===== src/rtl/axi_lite_rd_arbiter.sv =====
// ---------------------------------------------------------------------------
// axi_lite_rd_arbiter
//
// Shares one AXI-lite read port between the instruction fetch unit (IFU) and
// the load/store unit (LSU). The AR channel is arbitrated round-robin. An
// in-order owner FIFO records which master issued each accepted address, and
// the head of that FIFO steers each R beat back to that master.
//
// Ports
//   clk, rst_n            clock, asynchronous active-low reset
//   ifu_ar*/ifu_r*        IFU read address / read data channels (slave side)
//   lsu_ar*/lsu_r*        LSU read address / read data channels (slave side)
//   m_ar*/m_r*            downstream read address / read data (master side)
//   ost_cnt               number of accepted reads still waiting for data
//   rsp_err               sticky: an R beat arrived with nothing outstanding
//
// The AR path is combinational. The downstream slave must return read data
// in issue order, because routing relies purely on FIFO order.
// ---------------------------------------------------------------------------
module axi_lite_rd_arbiter #(
   parameter int ADDR_W = 64,
   parameter int DATA_W = 32,
   parameter int OST_AW = 3
) (
   input  logic              clk,
   input  logic              rst_n,

   input  logic              ifu_arvalid,
   output logic              ifu_arready,
   input  logic [ADDR_W-1:0] ifu_araddr,
   output logic              ifu_rvalid,
   input  logic              ifu_rready,
   output logic [1:0]        ifu_rresp,
   output logic [DATA_W-1:0] ifu_rdata,

   input  logic              lsu_arvalid,
   output logic              lsu_arready,
   input  logic [ADDR_W-1:0] lsu_araddr,
   output logic              lsu_rvalid,
   input  logic              lsu_rready,
   output logic [1:0]        lsu_rresp,
   output logic [DATA_W-1:0] lsu_rdata,

   output logic              m_arvalid,
   input  logic              m_arready,
   output logic [ADDR_W-1:0] m_araddr,
   input  logic              m_rvalid,
   output logic              m_rready,
   input  logic [1:0]        m_rresp,
   input  logic [DATA_W-1:0] m_rdata,

   output logic [OST_AW:0]   ost_cnt,
   output logic              rsp_err
);

   localparam int DEPTH = 1 << OST_AW;
   localparam logic [OST_AW:0] FULL_CNT = {1'b1, {OST_AW{1'b0}}};

   typedef enum logic {
      OWN_IFU = 1'b0,
      OWN_LSU = 1'b1
   } owner_e;

   // ------------------------------------------------------------------------
   // State
   // ------------------------------------------------------------------------
   owner_e              fifo_mem [DEPTH];
   logic [OST_AW-1:0]   wr_ptr;
   logic [OST_AW-1:0]   rd_ptr;
   logic                lock;
   owner_e              lock_owner;
   owner_e              last_grant;

   // ------------------------------------------------------------------------
   // Combinational signals
   // ------------------------------------------------------------------------
   logic                fifo_full;
   logic                fifo_empty;
   logic                sel_valid;
   owner_e              sel_id;
   owner_e              head_id;
   logic                ar_hs;
   logic                r_hs;
   logic                r_drop;

   assign fifo_full  = (ost_cnt == FULL_CNT);
   assign fifo_empty = (ost_cnt == '0);

   // ------------------------------------------------------------------------
   // AR arbitration
   // ------------------------------------------------------------------------
   // NOTE: every signal written here gets a default first so no path leaves
   // it unassigned; otherwise synthesis infers a latch.
   always_comb begin
      sel_valid = 1'b0;
      sel_id    = OWN_IFU;
      if (lock) begin
         // A stalled request must stay on the bus until it is accepted.
         sel_id    = lock_owner;
         sel_valid = (lock_owner == OWN_LSU) ? lsu_arvalid : ifu_arvalid;
      end else if (ifu_arvalid && lsu_arvalid) begin
         sel_valid = 1'b1;
         sel_id    = (last_grant == OWN_LSU) ? OWN_IFU : OWN_LSU;
      end else if (ifu_arvalid) begin
         sel_valid = 1'b1;
         sel_id    = OWN_IFU;
      end else if (lsu_arvalid) begin
         sel_valid = 1'b1;
         sel_id    = OWN_LSU;
      end
   end

   // A full FIFO blocks new addresses even when a pop happens this cycle;
   // the freed slot is usable from the next cycle on.
   assign m_arvalid   = sel_valid & ~fifo_full;
   assign m_araddr    = (sel_id == OWN_LSU) ? lsu_araddr : ifu_araddr;
   assign ifu_arready = m_arvalid & m_arready & (sel_id == OWN_IFU);
   assign lsu_arready = m_arvalid & m_arready & (sel_id == OWN_LSU);
   assign ar_hs       = m_arvalid & m_arready;

   // ------------------------------------------------------------------------
   // R routing
   // ------------------------------------------------------------------------
   assign head_id = fifo_mem[rd_ptr];

   always_comb begin
      ifu_rvalid = 1'b0;
      lsu_rvalid = 1'b0;
      m_rready   = 1'b0;
      if (fifo_empty) begin
         // Unexpected beat: accept and discard it so the slave cannot hang.
         m_rready = m_rvalid;
      end else if (head_id == OWN_IFU) begin
         ifu_rvalid = m_rvalid;
         m_rready   = ifu_rready;
      end else begin
         lsu_rvalid = m_rvalid;
         m_rready   = lsu_rready;
      end
   end

   // Payload is broadcast; only the routed master's rvalid qualifies it.
   assign ifu_rresp = m_rresp;
   assign ifu_rdata = m_rdata;
   assign lsu_rresp = m_rresp;
   assign lsu_rdata = m_rdata;

   assign r_hs   = m_rvalid & m_rready & ~fifo_empty;
   assign r_drop = m_rvalid & fifo_empty;

   // ------------------------------------------------------------------------
   // Owner FIFO storage
   // ------------------------------------------------------------------------
   // NOTE: the storage array has no reset; an entry is only read after it
   // has been written, and leaving it unreset lets it map onto plain RAM.
   always_ff @(posedge clk) begin
      if (ar_hs) begin
         fifo_mem[wr_ptr] <= sel_id;
      end
   end

   // ------------------------------------------------------------------------
   // Control state
   // ------------------------------------------------------------------------
   // NOTE: sequential state uses non-blocking assignments so every register
   // samples the pre-edge values, independent of statement order.
   always_ff @(posedge clk or negedge rst_n) begin
      if (!rst_n) begin
         wr_ptr     <= '0;
         rd_ptr     <= '0;
         ost_cnt    <= '0;
         lock       <= 1'b0;
         lock_owner <= OWN_IFU;
         last_grant <= OWN_LSU;   // IFU wins the first tie after reset
         rsp_err    <= 1'b0;
      end else begin
         if (ar_hs) begin
            wr_ptr     <= wr_ptr + OST_AW'(1);
            last_grant <= sel_id;
         end
         if (r_hs) begin
            rd_ptr <= rd_ptr + OST_AW'(1);
         end

         case ({ar_hs, r_hs})
            2'b10:   ost_cnt <= ost_cnt + (OST_AW+1)'(1);
            2'b01:   ost_cnt <= ost_cnt - (OST_AW+1)'(1);
            default: ost_cnt <= ost_cnt;
         endcase

         if (ar_hs) begin
            lock <= 1'b0;
         end else if (m_arvalid) begin
            lock       <= 1'b1;
            lock_owner <= sel_id;
         end

         if (r_drop) begin
            rsp_err <= 1'b1;
         end
      end
   end

endmodule


===== config.mk =====
export PLATFORM = sky130hd
export DESIGN_NAME = axi_lite_rd_arbiter
export DESIGN_NICKNAME = d
export VERILOG_FILES = /design/src/rtl/axi_lite_rd_arbiter.sv
export SDC_FILE = /design/constraint.sdc
export NUM_CORES = 1
export LEC_CHECK = 0
export ABC_AREA = 1
export CORE_AREA = 5 5 118 120
export DETAILED_ROUTE_END_ITERATION = 8
export DIE_AREA = 0 0 123 125
export PLACE_DENSITY = 0.72
export SETUP_SLACK_MARGIN = 0.5
export SYNTH_ARGS = -nofsm -noshare
export SYNTH_HDL_FRONTEND = slang
export SYNTH_SLANG_ARGS = --single-unit
export TNS_END_PERCENT = 1

===== constraint.sdc =====
create_clock -name clk -period 4.1 [get_ports clk]
set_clock_uncertainty 0.05 [all_clocks]
set_input_delay 1.025 -clock clk [delete_from_list [all_inputs] [get_ports clk]]
set_output_delay 1.025 -clock clk [all_outputs]
set_load 0.005 [all_outputs]

Word level (Yosys, flattened, before mapping)
Memories as Yosys holds them, arrays and structs flattened.
Index checks and enable logic that the tools add are counted.
{"block": "totals", "register_bits": 14, "mem_bits_rw": 8, "inputBits": 170, "out_inout_bits": 143, "wordCells": 52, "memories": 1}
{"block": "classes", "addsub": 4, "eq_ne": 3, "mux": 21, "bitwise": 11, "reduce_logical": 5}
{"memory": "fifo_mem", "words": 8, "word_bits": 1, "rd": 1, "rd_ports_with_merged_regs": 0, "write_ports": 1, "line_no": "67", "source": "owner_e fifo_mem [DEPTH];"}
{"cell": "64-bit 2-to-1 mux", "count": 1}
{"cell": "1-bit 2-to-1 mux", "count": 19}
{"cell": "4-bit one-hot mux with 2 select lines", "count": 1}
{"cell": "1-bit bitwise AND", "count": 7}
{"cell": "3-bit by 1-bit adder with 3-bit output (second input constant)", "count": 2}
{"cell": "4-bit by 1-bit adder with 4-bit output (second input constant)", "count": 1}
{"cell": "4-bit equality test (second input constant)", "count": 1}
{"cell": "4-bit zero test", "count": 1}
{"cell": "1-bit NOT", "count": 4}
{"cell": "2-bit nonzero test", "count": 2}
{"cell": "4-bit by 1-bit subtractor with 4-bit output (second input constant)", "count": 1}
{"cell": "2-bit by 1-bit equality test with 1-bit output (second input constant)", "count": 1}
{"cell": "2-bit equality test (second input constant)", "count": 1}
{"cell": "2-bit AND reduction", "count": 1}
{"cell": "1-bit logical AND", "count": 1}

Depth between registers and ports, before layout
Gate-level depths: netlist of run 1.
{"block": "depth", "word_depth": 8, "depth_mapped": 15, "mapped_depth_nobuf": 15}

Worst setup path after synthesis of run 1
Ideal clock, no wire load.
{"block": "synth_path", "kind": "input port to output port", "from": "input port ifu_arvalid", "to": "output port m_araddr[10]", "arrival_ns": 1.815, "required_time_ns": 3.025, "path_slack_ns": 1.210, "cell_stages": 8, "n_path_buf": 2, "cell_sequence": "inv_1 -> o211ai_1 -> nand2_1 -> inv_1 -> buf_2 -> buf_4 -> nand2_1 -> nand2_1"}
{"block": "synth_via", "elab_chain_len": 4}
{"item": "from (decl)", "line_no": "28", "source": "input logic ifu_arvalid,"}
{"item": "1-bit 2-to-1 mux or 1-bit logical AND (tied branches)", "line_no": "104, 101"}
{"item": "1-bit 2-to-1 mux *", "line_no": "101", "source": "end else if (ifu_arvalid && lsu_arvalid) begin"}
{"item": "1-bit 2-to-1 mux *", "line_no": "97", "source": "if (lock) begin"}
{"item": "64-bit 2-to-1 mux *", "line_no": "116", "source": "assign m_araddr = (sel_id == OWN_LSU) ? lsu_araddr : ifu_araddr;"}
{"item": "to (decl)", "line_no": "46", "source": "output logic [ADDR_W-1:0] m_araddr,"}
Every way passes the cells marked *; elsewhere a longest branch is shown, timed or not.

Final worst setup path of run 1
{"block": "layout_path", "from": "input port lsu_arvalid", "to": "output port m_araddr[8]"}
{"block": "layout_via", "elab_chain_len": 5}
{"item": "from (decl)", "line_no": "36", "source": "input logic lsu_arvalid,"}
{"item": "1-bit 2-to-1 mux", "line_no": "107", "source": "end else if (lsu_arvalid) begin"}
{"item": "1-bit 2-to-1 mux", "line_no": "104", "source": "end else if (ifu_arvalid) begin"}
{"item": "1-bit 2-to-1 mux *", "line_no": "101"}
{"item": "1-bit 2-to-1 mux *", "line_no": "97"}
{"item": "64-bit 2-to-1 mux *", "line_no": "116"}
Marks and branches as above.

==> flow_summary.yaml, run 1 <==
finish:
  nets: 747
  fillCellCount: 1376
  multi_input_area_mm2: 0.00125
  seq_area_um2: 592
  num_antenna_cells: 0
  final_layout_size_suffix_gt1_share_pct: 15.1
  syn2layout_area_growth_pct: 74.6
  instances_no_fill: 746
worst_setup_path:
  cp_cell_sequence: "clkdlybuf4s50_1, o211ai_1, nand2_2, inv_4, buf_12, clkbuf_16, buf_6, nand2_1, nand2_1, clkdlybuf4s15_1"
  ff2ff_setup_slack_ns: 1.49
  worst-path-buf-inv: 6
  cp_max_fo: 4
  worst_r2r_path_depth: 15
  crit_top_cell: "nand2_1"
  cp_top_family: "buffers and inverters"
  slowest_delay_ns: 0.47
  cp_num_cells: 10
  crit_type: "input port to output pin"
  endpoint_kind: "output pin"
  cpMaxStageDelayCell: "clkdlybuf4s50_1"
  cp.arrival_ns: 2.48
  worstPathRequired_ns: 3.02
  startpoint_type: "input port"
floorplan:
  coreArea_mm2: 0.0129
  fp.dieW_um: 123
  dieArea_mm2: 0.0154
  num_rows: 42
  start_util_pct: 19.7
  num_io_pins: 313
  die_h_um: 125
clock_network:
  cts_sinks: 22
  htree_levels: 1
  cts_buffer_depth: 2
  cts_buffers: 3
  clkTransAtPathRegs_ns: 0.05
  clk_latency_ns: 0.25
  cts.hold.buffers_added: 0
  root_buffer: "clkbuf_16"
  cts_tree: "built"
timing:
  fmax_mhz: 281
  period_share_pct: 86.7
  slew_headroom_pct: 56.4
  grt_setup_unrepaired: "yes"
  worst_pin_slew_ns: 0.652
  drv_slew: 0
  setup_violations: 0
  hold_viol_final: 0
  finalSetupTns_ns: 0
  min_period_ns: 3.55
power:
  switching_share_pct: 42.9
  p_int_uw: 1370
  switchingPower_uw: 1030
  p_clk_share_pct: 8.6
  combPwrFrac_pct: 75.2
  p_per_area_mw_per_mm2: 542
  seqPwrFrac_pct: 16.1
  p_total_uw: 2390
  max-vdd-ir-drop_mv: 0.178
  power_leakage_uw: 0.00226
global_routing:
  grt_max_degree: 26
  overflow: 0
  antenna_found_initial: 0
  grt_use_total_pct: 11.9
  grt_pass1_vias: 2980
  grt_pass1_wl_mm: 14.7
worst_hold_path:
  hp-class: "register to register"
  min_delay_path_depth: 2
synthesis:
  synth_edf_count: 8
  ys.flop_type: "dfrtp_1"
  yosysMostFrequentCell: "nand2_1"
  yosys_warnings: 0
  synth-seq-cells: 22
  synthTopCellsByCount: "nand2_1 (227), buf_4 (73), inv_1 (26)"
  yosysUniqueCellTypes: 27
  syn-cell-area_mm2: 0.00253
  yosys-top-cells-area: "nand2_1 (34%), buf_4 (22%), dfrtp_1 (13%)"
  yosys.area.top_type: "nand2_1"
  async_reset_ff_share_pct: 63.6
  synth_nets: 592
  synth.avg_cell_area_um2: 6.08
  syn_inst: 416
  yosysSeqAreaShare_pct: 23.4
  yosysTopAreaCellShare_pct: 33.7
route:
  dr.pass1.iters: 4
  vias_per_cell: 3.84
  ant_nets: 0
  drt_iter0_drc: 103
  avgRoutedWirePerCell_um: 13.1
  wl_mm: 9.75
  drc_errors: 0
  vias: 2863
placement:
  gp_congestion: 0.824
  place_hpwl_mm: 7.98
  portBuffers: 210
  dp.cells: 734
status:
  status: "complete, no violations"
job:
  drv_cap: 0
-- metrics by stage --
| stage | hold WS (ns) | setup slack [ns] | util, % | cell area (µm²) |
|---|---|---|---|---|
| global route | 0.463 | 0.495 | 34.3 | 4420 |
| floorplan | 0.408 | 1.21 | - | 2530 |
| finish | 0.424 | 0.546 | 34.3 | 4420 |
| CTS | 0.432 | 0.402 | 35.3 | 4550 |
| global placement | 0.396 | 0.108 | 34.1 | 4400 |
| detailed placement | 0.417 | 0.0994 | 34.1 | 4400 |
-- power by group through the flow --
stage | Combinational [µW] | Clock [µW] | Sequential [µW]
after floorplan | 865 | 0 | 377
after global placement | 1810 | 0 | 388
after detailed placement | 1830 | 0 | 390
after CTS | 1840 | 212 | 388
after global routing | 2020 | 229 | 398
final | 1800 | 207 | 386
-- path summary, 6_finish.rpt --
check | from | to
min in group asynchronous | rst_n | rd_ptr[0]
min | rsp_err | rsp_err
max in group asynchronous | rst_n | wr_ptr[0]
max | lsu_arvalid | m_araddr[8]
min reg2reg | rsp_err | rsp_err
max reg2reg | rd_ptr[0] | ost_cnt[3]
-- logic make-up after synthesis --
family	synth area share [%]
flip-flops	23.4
AND/OR/NAND/NOR	41.7
buffers and inverters	27.4
AO/OA/AOI/OAI	2.47
XOR/XNOR	1.73
adder cells (fa/ha/maj)	3.26
-- final cells by class --
type                    instances  area share, %
well taps                     176           4.98
flip-flops and latches         22           13.4
repair buffers                232           49.1
clock buffers                   4           1.78
multi-input cells             284           28.3
inverters                      28           2.43
-- state kept, by name, summed over array words and instances (netlist names) --
register	cells
lock	1
last_grant	1
lock_owner	1
ost_cnt	4
rd_ptr	3
rsp_err	1
fifo_mem	8
wr_ptr	3
-- layout by cell type (no fill, tap or decap), types with 2 or more instances in the layout --
master           instances
buf_6                    5
inv_2                    2
buf_12                   5
clkdlybuf4s50_1        143
dfrtp_1                 13
buf_16                   2
nand3_1                  7
nand3_2                  2
edfxtp_1                 8
clkdlybuf4s15_1         11
dlygate4sd2_1            8
nand4_1                  4
xor2_1                   4
inv_1                   25
buf_4                    8
clkbuf_2                46
nand2_1                226
clkbuf_16                4
nor2_1                  12
ha_1                     5
a21oi_1                  3
o21ai_0                  8
nand2_2                  3
-- routing by layer --
layer  global-route usage [%]  part of all wire (%)
met5                        0                     0
met4                     1.76                  0.23
met3                     5.92                    12
met2                     21.3                    51
met1                     12.7                    37
-- what timing repair did --
| item | in CTS | in global routing |
|---|---|---|
| hold endpoints to repair | 0 | 0 |
| pin swaps | 2 | 2 |
| cloned | 2 | 1 |
| buffers inserted | 5 | 0 |
| endpoints found under the setup margin | 66 | 66 |
| resized for setup | 92 | 95 |
-- worst register-to-register path, cell delays in order, from the launching register on --
cell and delay [ns]:
dfrtp_1 0.47, inv_2 0.10, or2_0 0.20, nand2_1 0.07
nand3_2 0.10, nand2_2 0.11, nand2_4 0.08, nand3_4 0.08
inv_1 0.06, ha_1 0.23, ha_1 0.34, a21oi_1 0.15
nand2_1 0.08, a21oi_1 0.11, o21ai_0 0.11, xor2_1 0.16
Power figures use the tool's default switching activity.
==> inputs of run 2 (changes only) <==
Settings changed: MAX_ROUTING_LAYER set to met4.
==> flow_summary.yaml, run 2 (same netlist as run 1, synthesis figures left out) <==
status:
  status: "complete, no violations"
timing:
  min_period_ns: 3.55
  finalSetupTns_ns: 0
  fmax_mhz: 281
  grt_setup_unrepaired: "yes"
  drv_slew: 0
  period_share_pct: 86.7
  setup_violations: 0
  slew_headroom_pct: 56.8
  worst_pin_slew_ns: 0.646
  timing.hold.ws_ns: 0.425
  hold_viol_final: 0
worst_setup_path:
  startpoint_type: "input port"
  crit_top_cell: "nand2_1"
  cp_max_fo: 4
  cp_cell_sequence: "clkdlybuf4s50_1, o211ai_1, nand2_2, inv_4, buf_12, clkbuf_16, buf_6, nand2_1, nand2_1, clkdlybuf4s15_1"
  endpoint_kind: "output pin"
  crit_type: "input port to output pin"
  worstPathRequired_ns: 3.02
  cp.arrival_ns: 2.48
  slowest_delay_ns: 0.47
  worst_r2r_path_depth: 15
  cpMaxStageDelayCell: "clkdlybuf4s50_1"
clock_network:
  clk_latency_ns: 0.25
  cts_buffers: 3
  cts_buffer_depth: 2
  cts.hold.buffers_added: 0
  cts_sinks: 22
  clkTransAtPathRegs_ns: 0.05
  htree_levels: 1
  cts_tree: "built"
  root_buffer: "clkbuf_16"
global_routing:
  grt_pass1_wl_mm: 14.6
  antenna_found_initial: 0
  overflow: 0
  grt_use_total_pct: 12.2
  grt_max_degree: 26
  grt_pass1_vias: 2987
floorplan:
  dieArea_mm2: 0.0154
  start_util_pct: 19.7
  fp.dieW_um: 123
  coreArea_mm2: 0.0129
  num_io_pins: 313
  die_h_um: 125
  num_rows: 42
power:
  switchingPower_uw: 1030
  p_int_uw: 1370
  switching_share_pct: 42.9
  seqPwrFrac_pct: 16.1
  max-vdd-ir-drop_mv: 0.178
  p_per_area_mw_per_mm2: 542
  p_clk_share_pct: 8.6
  power_leakage_uw: 0.00226
  combPwrFrac_pct: 75.3
finish:
  instances_no_fill: 746
  largest_register_ffs: 8
  final_cell_mix: "nand2_1 (226), clkdlybuf4s50_1 (143), clkbuf_2 (45), inv_1 (25), dfrtp_1 (13)"
  num_antenna_cells: 0
  top_regs: "fifo_mem (8), ost_cnt (4)"
  syn2layout_area_growth_pct: 74.8
  nets: 747
  fin_util_pct: 34.4
  fillCellCount: 1375
  layout_commonest_cell: "nand2_1"
  top_register: "fifo_mem"
  final_layout_size_suffix_gt1_share_pct: 14.9
route:
  vias: 2874
  vias_per_cell: 3.85
  drc_errors: 0
  avgRoutedWirePerCell_um: 13.1
  ant_nets: 0
  drt_iter0_drc: 95
  wl_mm: 9.77
  dr.pass1.iters: 4
placement:
  place_hpwl_mm: 7.98
  gp_congestion: 0.837
  portBuffers: 210
  dp.cells: 734
worst_hold_path:
  hp-class: "register to register"
  min_delay_path_depth: 2
job:
  drv_cap: 0
run 2: cell types whose count changed in the layout (fill, tap and decap cells not counted):
cell,delta
clkbuf_2,-1
clkdlybuf4s15_1,+1
run 2: worst paths after layout:
path,startpoint,end,slack [ns]
setup / recovery,lsu_arvalid,m_araddr[8],0.55
hold / removal,rsp_err,rsp_err,0.43
setup reg to reg,rd_ptr[0],ost_cnt[3],1.49
hold reg to reg,rsp_err,rsp_err,0.43
max in group asynchronous,rst_n,wr_ptr[0],2.46
min in group asynchronous,rst_n,rd_ptr[0],1.12
run 2: power groups by stage:
stage	clock network [µW]	registers (µW)	logic, µW
after detailed placement	0	390	1830
after floorplan	0	377	865
after global routing	229	398	2020
after global placement	0	388	1810
after CTS	212	388	1840
final	207	387	1800
run 2: area by class of cell:
| type | instances | area, µm² | share of cell area [%] |
|---|---|---|---|
| clock buffer | 4 | 78.8 | 1.78 |
| inverter | 28 | 108 | 2.43 |
| multi-input combinational | 284 | 1250 | 28.3 |
| sequential | 22 | 592 | 13.4 |
| tap | 176 | 220 | 4.98 |
| timing repair buffer | 232 | 2180 | 49.2 |
run 2: repair_timing:
item	4_1_cts	5_1_grt
setup endpoints to repair	66	66
cloned	2	1
gates resized for setup	92	94
pin swaps	2	2
buffers inserted	5	0
run 2: stage by stage:
| stage | power [µW] | setup slack, ns | instance area [µm²] |
|---|---|---|---|
| 2_1_floorplan | 1240 | 1.21 | 2530 |
| 3_3_place_gp | 2200 | 0.108 | 4400 |
| 3_5_place_dp | 2220 | 0.0994 | 4400 |
| 4_1_cts | 2440 | 0.402 | 4550 |
| 5_1_grt | 2650 | 0.494 | 4420 |
| 6_report | 2400 | 0.546 | 4420 |
run 2: routing by layer:
layer  share of wire, %  track usage, %  vias up
li1                   -               -     1503
met1                 39            13.7     1213
met5                  0               -        -
met2                 51            21.3      156
met4               0.23            1.76        0
met3                 10            4.34        2
run 2: critical path, delay by kind of cell:
| family | cells | cell delay (ns) |
|---|---|---|
| compound gates | 1 | 0.11 |
| buf+inv | 6 | 1.13 |
| simple gates | 3 | 0.22 |
